[src/rtl/pwm_pkg.sv]
// Shared types and reset defaults for the PWM duty-cycle controller.
// The controller FSM states are exported so benches can observe them directly.
package pwm_pkg;

  localparam int unsigned PWM_CNT_W      = 8;
  localparam int unsigned PWM_DEF_PERIOD = 40;
  localparam int unsigned PWM_DEF_HIGH   = 16;

  typedef enum logic [1:0] {
    ST_IDLE = 2'd0,
    ST_RUN  = 2'd1,
    ST_STOP = 2'd2
  } pwm_state_e;

endpackage

[src/rtl/pwm_cfg_shadow.sv]
// One-slot shadow register for period/high settings with a valid/ready intake.
// The main FSM decides when the slot is consumed by pulsing load.
module pwm_cfg_shadow #(
  parameter int unsigned CNT_W = 8
) (
  input  logic             clk,
  input  logic             rst_n,
  input  logic             cfg_valid,
  input  logic [CNT_W-1:0] cfg_period,
  input  logic [CNT_W-1:0] cfg_high,
  input  logic             load,
  output logic             cfg_ready,
  output logic             cfg_err,
  output logic             cfg_accept,
  output logic             pending,
  output logic [CNT_W-1:0] sh_period,
  output logic [CNT_W-1:0] sh_high
);

  // Handshake: a transfer happens on a rising edge where cfg_valid and
  // cfg_ready are both high; ready depends only on the slot being empty.
  logic             hs;
  logic             pending_q, pending_d;
  logic             err_q, err_d;
  logic [CNT_W-1:0] sh_period_q, sh_period_d;
  logic [CNT_W-1:0] sh_high_q, sh_high_d;

  always_comb begin
    hs          = cfg_valid & ~pending_q;
    cfg_accept  = hs & (cfg_period != '0);
    pending_d   = pending_q;
    sh_period_d = sh_period_q;
    sh_high_d   = sh_high_q;
    err_d       = hs & (cfg_period == '0);
    if (load) begin
      pending_d = 1'b0;
    end
    // load only fires while the slot is full, so it never races an accept
    if (cfg_accept) begin
      pending_d   = 1'b1;
      sh_period_d = cfg_period;
      sh_high_d   = cfg_high;
    end
  end

  always_ff @(posedge clk or negedge rst_n) begin
    if (!rst_n) begin
      pending_q   <= 1'b0;
      err_q       <= 1'b0;
      sh_period_q <= '0;
      sh_high_q   <= '0;
    end else begin
      pending_q   <= pending_d;
      err_q       <= err_d;
      sh_period_q <= sh_period_d;
      sh_high_q   <= sh_high_d;
    end
  end

  assign cfg_ready = ~pending_q;
  assign cfg_err   = err_q;
  assign pending   = pending_q;
  assign sh_period = sh_period_q;
  assign sh_high   = sh_high_q;

endmodule

[src/rtl/pwm_duty_ctrl.sv]
// PWM generator: low phase then high phase per period, settings swapped only
// at period boundaries (or immediately while idle).
module pwm_duty_ctrl
  import pwm_pkg::*;
#(
  parameter int unsigned CNT_W      = PWM_CNT_W,
  parameter int unsigned DEF_PERIOD = PWM_DEF_PERIOD,
  parameter int unsigned DEF_HIGH   = PWM_DEF_HIGH
) (
  input  logic             clk,
  input  logic             rst_n,
  input  logic             en,
  input  logic             cfg_valid,
  output logic             cfg_ready,
  input  logic [CNT_W-1:0] cfg_period,
  input  logic [CNT_W-1:0] cfg_high,
  output logic             cfg_err,
  output logic             wave,
  output logic             period_start,
  output logic             busy,
  output pwm_state_e       dbg_state
);

  localparam logic [CNT_W-1:0] CNT_ONE = {{(CNT_W-1){1'b0}}, 1'b1};

  pwm_state_e       state_q, state_d;
  logic [CNT_W-1:0] cnt_q, cnt_d;
  logic [CNT_W-1:0] act_period_q, act_period_d;
  logic [CNT_W-1:0] act_high_q, act_high_d;
  logic             wave_q, wave_d;
  logic             period_start_q, period_start_d;
  logic             busy_q, busy_d;

  logic             load;
  logic             wrap;
  logic             cfg_accept;
  logic             pending;
  logic [CNT_W-1:0] sh_period;
  logic [CNT_W-1:0] sh_high;
  logic [CNT_W-1:0] eff_high;

  pwm_cfg_shadow #(
    .CNT_W (CNT_W)
  ) u_shadow (
    .clk        (clk),
    .rst_n      (rst_n),
    .cfg_valid  (cfg_valid),
    .cfg_period (cfg_period),
    .cfg_high   (cfg_high),
    .load       (load),
    .cfg_ready  (cfg_ready),
    .cfg_err    (cfg_err),
    .cfg_accept (cfg_accept),
    .pending    (pending),
    .sh_period  (sh_period),
    .sh_high    (sh_high)
  );

  // Settings in force for the cycle after the edge; the shadow slot is
  // consumed immediately while idle and only at wrap while running.
  always_comb begin
    wrap         = (cnt_q == (act_period_q - CNT_ONE));
    load         = pending & ((state_q == ST_IDLE) | wrap);
    act_period_d = load ? sh_period : act_period_q;
    act_high_d   = load ? sh_high : act_high_q;
  end

  always_comb begin
    state_d = state_q;
    cnt_d   = cnt_q;
    case (state_q)
      ST_IDLE: begin
        cnt_d = '0;
        // a config arriving together with en lands first; the run waits a cycle
        if (en && !cfg_accept && (act_period_d != '0)) begin
          state_d = ST_RUN;
        end
      end
      ST_RUN: begin
        cnt_d = wrap ? '0 : (cnt_q + CNT_ONE);
        if (!en) begin
          state_d = wrap ? ST_IDLE : ST_STOP;
        end
      end
      ST_STOP: begin
        cnt_d = wrap ? '0 : (cnt_q + CNT_ONE);
        if (en) begin
          state_d = ST_RUN;
        end else if (wrap) begin
          state_d = ST_IDLE;
        end
      end
      default: begin
        state_d = ST_IDLE;
        cnt_d   = '0;
      end
    endcase
    if (state_d == ST_IDLE) begin
      cnt_d = '0;
    end
  end

  // Outputs are registered but computed from next-cycle count and settings,
  // so wave lines up with the cnt value it belongs to.
  always_comb begin
    eff_high       = (act_high_d > act_period_d) ? act_period_d : act_high_d;
    busy_d         = (state_d != ST_IDLE);
    wave_d         = busy_d && (cnt_d >= (act_period_d - eff_high));
    period_start_d = busy_d && (cnt_d == '0);
  end

  always_ff @(posedge clk or negedge rst_n) begin
    if (!rst_n) begin
      state_q        <= ST_IDLE;
      cnt_q          <= '0;
      act_period_q   <= CNT_W'(DEF_PERIOD);
      act_high_q     <= CNT_W'(DEF_HIGH);
      wave_q         <= 1'b0;
      period_start_q <= 1'b0;
      busy_q         <= 1'b0;
    end else begin
      state_q        <= state_d;
      cnt_q          <= cnt_d;
      act_period_q   <= act_period_d;
      act_high_q     <= act_high_d;
      wave_q         <= wave_d;
      period_start_q <= period_start_d;
      busy_q         <= busy_d;
    end
  end

  assign wave         = wave_q;
  assign period_start = period_start_q;
  assign busy         = busy_q;
  assign dbg_state    = state_q;

endmodule

[config.mk]
export PLATFORM = sky130hd
export DESIGN_NAME = pwm_duty_ctrl
export DESIGN_NICKNAME = d
export VERILOG_FILES = /design/src/rtl/pwm_pkg.sv /design/src/rtl/pwm_cfg_shadow.sv /design/src/rtl/pwm_duty_ctrl.sv
export SDC_FILE = /design/constraint.sdc
export NUM_CORES = 1
export LEC_CHECK = 0
export ABC_AREA = 1
export ABC_CLOCK_PERIOD_IN_PS = 6650
export CAP_MARGIN = 30
export CORE_MARGIN = 2
export CORE_UTILIZATION = 31
export DETAILED_ROUTE_END_ITERATION = 12
export GPL_TIMING_DRIVEN = 1
export PLACE_DENSITY = 0.5
export SYNTH_ARGS = -nofsm -noshare
export SYNTH_HDL_FRONTEND = slang
export SYNTH_SLANG_ARGS = --single-unit
[constraint.sdc]
create_clock -name clk -period 6.65 [get_ports clk]
set_input_delay 0.665 -clock clk [delete_from_list [all_inputs] [get_ports clk]]
set_output_delay 0.665 -clock clk [all_outputs]
set_load 0.02 [all_outputs]
==> results of run 1 <==
## final cells by class
class	instances	area (um^2)	share of cell area, %
sequential	47	1180	31.4
timing repair buffer	28	270	7.19
clock inverter	3	47.5	1.27
clock buffer	5	68.8	1.83
tap	136	170	4.53
multi-input combinational	305	1750	46.6
inverter	72	270	7.19
## cell families after synthesis
group / after synthesis / synth area share, %
flops: 47 / 36.4
buf+inv: 79 / 9.61
fa+ha+maj: 28 / 11.0
mux: 4 / 1.39
simple gates: 209 / 29.0
compound gates: 53 / 9.61
xor+xnor: 11 / 2.97
## worst min-delay path by stage
stage / from / endpoint / slack [ps] / cells after the start
final: rst_n / period_start / 420 / 2
after floorplan: rst_n / act_high_q[0] / 370 / 0
after global placement: u_shadow.sh_high[1] / u_shadow.sh_high[1] / 490 / 1
after global routing: rst_n / period_start / 510 / 2
after detailed placement: u_shadow.sh_period[6] / u_shadow.sh_period[6] / 500 / 2
after CTS: rst_n / period_start / 480 / 2
## layer usage
layer  part of all wire, %  global-route usage (%)  routed length, um  up-vias
met5                     0                       0                  0        -
met4                   1.1                    3.38                 77        0
met3                   2.7                    2.33                192        7
met2                    47                    23.5               3360       41
met1                    50                    18.9               3590     1205
li1                      -                       -                  -     1425
## stage by stage
step,instances,hold WS (ps)
2_1_floorplan,431,369
3_3_place_gp,588,494
3_5_place_dp,588,503
4_1_cts,596,477
5_1_grt,596,506
6_report,596,425
## flip-flops by register name, indices dropped and copies added, names as in the netlist
| name | count |
|---|---|
| act_high_q | 8 |
| act_period_q | 8 |
| cnt_q | 8 |
| u_shadow.sh_high | 8 |
| u_shadow.sh_period | 8 |
| dbg_state | 2 |
| busy | 1 |
| period_start | 1 |
| u_shadow.cfg_err | 1 |
| u_shadow.pending | 1 |
| wave | 1 |
## Yosys cell counts (all sizes together)
master	count	area (um^2)
o2111ai	1	8.76
dfrtp	44	1100
o21ai	32	179
dfstp	3	78.8
a32oi	1	8.76
or2	2	12.5
nand3	30	155
fa	1	20.0
ha	27	338
mux2	4	45.0
a21oi	11	55.1
a211oi	2	15.0
nor3	4	20.0
nand4	7	43.8
a21boi	1	7.51
xor2	5	43.8
nor3b	4	30.0
buf	2	22.5
o21a	2	15.0
o21bai	3	22.5
clkbuf	5	18.8
nand2	123	514
inv	72	270
nor2	37	149
nand3b	2	15.0
xnor2	6	52.6
==> impl_summary.log, run 1 <==
INFO  metric buffers_inverters_on_critical_path = 1
INFO  metric design.core.area = 0.0102 mm^2
INFO  metric ys_seq_elements = 47
INFO  metric layout.filler_cells = 1,082
INFO  metric drtPass1Iterations = 4
INFO  metric timing.final.max_slew_violations = 0
INFO  metric reg2reg_depth = 32
INFO  metric post-cts-setup-buffer-count = 0
INFO  metric criticalPathCategory = reg -> reg
INFO  metric timing.critical_path.max_delay_family = compound AO/OA/AOI/OAI gates
INFO  metric most-common-layout-cells = sky130_fd_sc_hd__nand2_1 (108), sky130_fd_sc_hd__inv_1 (69), sky130_fd_sc_hd__dfrtp_1 (44)
INFO  metric cts-hold-fix-buffers = 0
INFO  metric cts_tree = done
INFO  metric timing.critical_path.slowest_stage_cell = sky130_fd_sc_hd__fa_1
INFO  metric syn-num-nets = 479
INFO  metric crit_path_max_fanout = 31
INFO  metric finClkSkew = 7.72 ps
INFO  metric critPathMostFrequentCell = sky130_fd_sc_hd__nand2_1
INFO  metric worst-endpoint-arrival = 5610 ps
INFO  metric postCtsResizedCells = 0
INFO  metric final_net_count = 507
INFO  metric syn-cell-area = 0.00324 mm^2
INFO  metric cp_data_required_time = 6860 ps
INFO  metric worst_pin_slew = 607 ps
INFO  metric cpPeakStageDelay = 420 ps
INFO  metric via_count_of_the_first_global_routing_pass = 2,691
INFO  metric inserted_clock_buffers = 5
INFO  metric route.detailed.wl_per_inst = 12.1 um
INFO  metric placement_rows = 37
INFO  metric initial_utilization = 31.7%
INFO  metric flow.area_growth_from_synthesis = 15.9%
INFO  metric hp-class = in -> async
INFO  metric dp.final_hpwl = 5700 um
INFO  metric most_common_cell_after_layout_fill_and_taps_aside = sky130_fd_sc_hd__nand2_1
INFO  metric reg2reg_setup_slack = 1240 ps
INFO  metric dpl-instance-area = 0.00364 mm^2
INFO  metric worstSetupStartpointType = flip-flop
INFO  metric cap_violations = 0
INFO  metric post_route_cells_drive_above_1_share = 10.4%
INFO  metric timing.critical_path.to = wave
INFO  metric rsz0062_at_grt = no
INFO  metric worst_setup_path_end_kind = flip-flop
INFO  metric reg2reg_from = act_period_q[0]
INFO  metric cell_count_after_synthesis = 431
INFO  metric max_freq = 185 MHz
INFO  metric route.vias.total = 2,678
INFO  metric dp_slack = 1220 ps
INFO  metric stdcell_area = 0.00376 mm^2
INFO  metric ioPinCount = 27
INFO  metric drt_iter0_drc = 66
INFO  metric setup_slack = 1240 ps
INFO  metric grt_max_degree = 48
INFO  metric drt.antenna.violating_nets = 0
INFO  metric vias_per_cell = 4.49
INFO  metric synth.lib_cells_used.distinct = 33
INFO  metric antenna-diode-count = 0
INFO  metric final.min_clock_period = 5410 ps
INFO  metric gpl.final_weighted_congestion = 0.815
INFO  metric clockBufferDepth = 2
INFO  metric worst_setup_path_startpoint = act_period_q[0]
INFO  metric portBuffers = 26
INFO  metric final.setup.tns = 0 ps
INFO  metric ctsRootBufferMaster = sky130_fd_sc_hd__clkbuf_8
INFO  metric synth.yosys.seq_area_share = 36.4%
INFO  metric relSlewSlack = 59.5%
INFO  metric worstSetupPathDepth = 32
INFO  metric grt_usage = 14.0%
INFO  metric setup_viol_count_final = 0
INFO  metric report.final.hold_viol_count = 0
INFO  metric yosys_warnings = 0
INFO  metric floorplan.die.width = 106 um
INFO  metric clk_pin_slew_worst_paths = 100 ps
INFO  metric cts.htree.levels = 2
INFO  metric finish.utilization = 36.7%
INFO  metric result_of_the_run = finished, final reports clean
INFO  metric drt_wl_total = 7220 um
INFO  metric antenna_found_initial = 0
INFO  metric clkLatencyLatePin = 310 ps
INFO  metric grt_pass1_wl = 12,700 um
INFO  metric worstReg2RegEnd = wave
INFO  metric drc = 0
INFO  metric final_period_util = 81.3%
INFO  metric clock_sink_count = 47
INFO  metric syn-mean-instance-area = 7.52 um^2
INFO  metric gr-total-overflow = 0
INFO  metric die_area = 0.0113 mm^2
INFO  metric chipHeight = 106 um
Power of run 1 is left out: the tool's default activity adds up to more than one toggle a clock period on the data nets, which glitch-free logic cannot reach.
==> inputs of run 2 (changes only) <==
--- a/config.mk
+++ b/config.mk
@@ -6,7 +6,7 @@
 export NUM_CORES = 1
 export LEC_CHECK = 0
 export ABC_AREA = 1
-export ABC_CLOCK_PERIOD_IN_PS = 6650
+export ABC_CLOCK_PERIOD_IN_PS = 5000
 export CAP_MARGIN = 30
 export CORE_MARGIN = 2
 export CORE_UTILIZATION = 31
==> constraint.sdc (replaced) <==
create_clock -name clk -period 5 [get_ports clk]
set_input_delay 0.5 -clock clk [delete_from_list [all_inputs] [get_ports clk]]
set_output_delay 0.5 -clock clk [all_outputs]
set_load 0.02 [all_outputs]
==> run 2 against run 1 <==
Compared with the run above:
- worst setup slack got worse by 1100 ps
- design area up 6.1%
- core utilization rose by 2.2 points
- fmax is 11% higher
- critical path type unchanged
- die area did not move
- first-iteration DRC count increased by 36%
==> impl_summary.log, run 2 (same netlist as run 1, synthesis figures left out) <==
INFO  metric result_of_the_run = finished, final reports clean (unchanged)
INFO  metric drt_iter0_drc = 90 (was 66)
INFO  metric route.detailed.wl_per_inst = 12.6 um (was 12.1 um)
INFO  metric max_freq = 206 MHz (was 185 MHz)
INFO  metric die_area = 0.0113 mm^2 (unchanged)
INFO  metric ctsRootBufferMaster = sky130_fd_sc_hd__clkbuf_8 (unchanged)
INFO  metric reg2reg_setup_slack = 140 ps (was 1240 ps)
INFO  metric grt_max_degree = 48 (unchanged)
INFO  metric clkLatencyLatePin = 310 ps (about the same)
INFO  metric floorplan.die.width = 106 um (unchanged)
INFO  metric timing.critical_path.slowest_stage_cell = sky130_fd_sc_hd__fa_1 (unchanged)
INFO  metric flow.area_growth_from_synthesis = 22.9% (was 15.9%)
INFO  metric initial_utilization = 31.7% (unchanged)
INFO  metric inserted_clock_buffers = 5 (unchanged)
INFO  metric antenna-diode-count = 0 (unchanged)
INFO  metric cts-hold-fix-buffers = 0 (unchanged)
INFO  metric worst_setup_path_end_kind = flip-flop (unchanged)
INFO  metric worst_setup_path_startpoint = act_period_q[0] (unchanged)
INFO  metric final_net_count = 528 (was 507)
INFO  metric final.min_clock_period = 4860 ps (was 5410 ps)
INFO  metric setup_viol_count_final = 0 (unchanged)
INFO  metric ioPinCount = 27 (unchanged)
INFO  metric relSlewSlack = 59.3% (was 59.5%)
INFO  metric drt_wl_total = 7760 um (was 7220 um)
INFO  metric timing.final.max_slew_violations = 0 (unchanged)
INFO  metric drt.antenna.violating_nets = 0 (unchanged)
INFO  metric via_count_of_the_first_global_routing_pass = 2,698 (was 2,691)
INFO  metric total_area_of_multi_input_combinational_cells = 0.00183 mm^2 (was 0.00175 mm^2)
INFO  metric vias_per_cell = 4.53 (was 4.49)
INFO  metric drtPass1Iterations = 4 (unchanged)
INFO  metric cpPeakStageDelay = 420 ps (about the same)
INFO  metric clockBufferDepth = 2 (unchanged)
INFO  metric most-common-layout-cells = sky130_fd_sc_hd__nand2_1 (106), sky130_fd_sc_hd__inv_1 (68), sky130_fd_sc_hd__dfrtp_1 (44) (was sky130_fd_sc_hd__nand2_1 (108), sky130_fd_sc_hd__inv_1 (69), sky130_fd_sc_hd__dfrtp_1 (44))
INFO  metric post_route_cells_drive_above_1_share = 17.3% (was 10.4%)
INFO  metric drc = 0 (unchanged)
INFO  metric setup_slack = 136 ps (was 1240 ps)
INFO  metric cp_data_required_time = 5200 ps (was 6860 ps)
INFO  metric hp-class = in -> async (unchanged)
INFO  metric antenna_found_initial = 0 (unchanged)
INFO  metric cts.htree.levels = 2 (unchanged)
INFO  metric final_period_util = 97.3% (was 81.3%)
INFO  metric rsz0062_at_grt = yes (was no)
INFO  metric seqCellArea = 0.00118 mm^2 (unchanged)
INFO  metric worst-endpoint-arrival = 5060 ps (was 5610 ps)
INFO  metric cts_tree = done (unchanged)
INFO  metric clock_sink_count = 47 (unchanged)
INFO  metric worstSetupStartpointType = flip-flop (unchanged)
INFO  metric gpl.final_weighted_congestion = 0.822 (was 0.815)
INFO  metric design.core.area = 0.0102 mm^2 (unchanged)
INFO  metric cap_violations = 0 (unchanged)
INFO  metric criticalPathCategory = reg -> reg (unchanged)
INFO  metric finish.utilization = 39.0% (was 36.7%)
INFO  metric portBuffers = 26 (unchanged)
INFO  metric report.final.hold_viol_count = 0 (unchanged)
INFO  metric most_common_cell_after_layout_fill_and_taps_aside = sky130_fd_sc_hd__nand2_1 (unchanged)
INFO  metric grt_usage = 14.4% (was 14.0%)
INFO  metric clk_pin_slew_worst_paths = 100 ps (about the same)
INFO  metric grt_pass1_wl = 12,800 um (was 12,700 um)
INFO  metric dp.final_hpwl = 6080 um (was 5700 um)
INFO  metric gr-total-overflow = 0 (unchanged)
INFO  metric layout.filler_cells = 1,094 (was 1,082)
INFO  metric worst_pin_slew = 611 ps (was 607 ps)
INFO  metric critPathMostFrequentCell = sky130_fd_sc_hd__nand2_1 (unchanged)
INFO  metric reg2reg_from = act_period_q[0] (unchanged)
INFO  metric route.vias.total = 2,796 (was 2,678)
INFO  metric dp_slack = -163 ps (was 1220 ps)
INFO  metric finClkSkew = 19.0 ps (was 7.72 ps)
INFO  metric chipHeight = 106 um (unchanged)
INFO  metric placement_rows = 37 (unchanged)
INFO  metric crit_path_max_fanout = 14 (was 31)
run 2: changes by cell type in the layout (fill, tap and decap cells not counted), moves of 3 or more:
cell                      before  now
sky130_fd_sc_hd__o21ai_1       5   10
sky130_fd_sc_hd__o21ai_2       5    8
sky130_fd_sc_hd__buf_4         2   21
sky130_fd_sc_hd__ha_1         27   23
sky130_fd_sc_hd__ha_2          0    3
sky130_fd_sc_hd__o21ai_0      22   13
run 2: metrics by stage:
step / cell area, um^2 / std cells / hold slack, ps / TNS, ps
finish: 3990 / 617 / 281 / 0
CTS: 3910 / 615 / 316 / 0
detailed placement: 3770 / 605 / 496 / -163
global placement: 3770 / 605 / 493 / 0
global route: 3990 / 617 / 341 / -184
floorplan: 3240 / 431 / 204 / 0
run 2: worst paths after layout:
kind	endpoint	cells past startpoint
min in group clk	act_high_q[5]	2
hold reg to reg	act_high_q[5]	2
max in group asynchronous	act_high_q[1]	2
setup / recovery	wave	36
setup reg to reg	wave	36
hold / removal	busy	2
run 2: repair_timing:
| action | 4_1_cts | 5_1_grt |
|---|---|---|
| gates cloned | 1 | 0 |
| resized for setup | 5 | 22 |
| setup buffers | 1 | 2 |
| pin swaps | 1 | 4 |
| setup endpoints to repair | 1 | 1 |
run 2: cell type report:
type                    count  area share (%)
multi-input cells         306            46.0
flip-flops and latches     47            29.6
repair buffers             48            10.6
inverters                  72            6.88
well taps                 136            4.27
clock buffers               7            2.42
clock inverters             1           0.188
run 2: worst max-delay path, delay by kind of cell (launching register included):
family | cells | cell delay (ps)
AOI/OAI and AO/OA | 11 | 1390
and+or+nand+nor | 17 | 1310
adders and majority gates | 5 | 1330
DFF | 1 | 390
buffers and inverters | 3 | 320
run 2: metal layers:
layer  GRT usage [%]  routed length [um]
met2            24.5                3820
met4            3.85                  84
met1            19.0                3720
met5               0                   0
met3            2.21                 140
Power of run 2 is left out for the same reason.
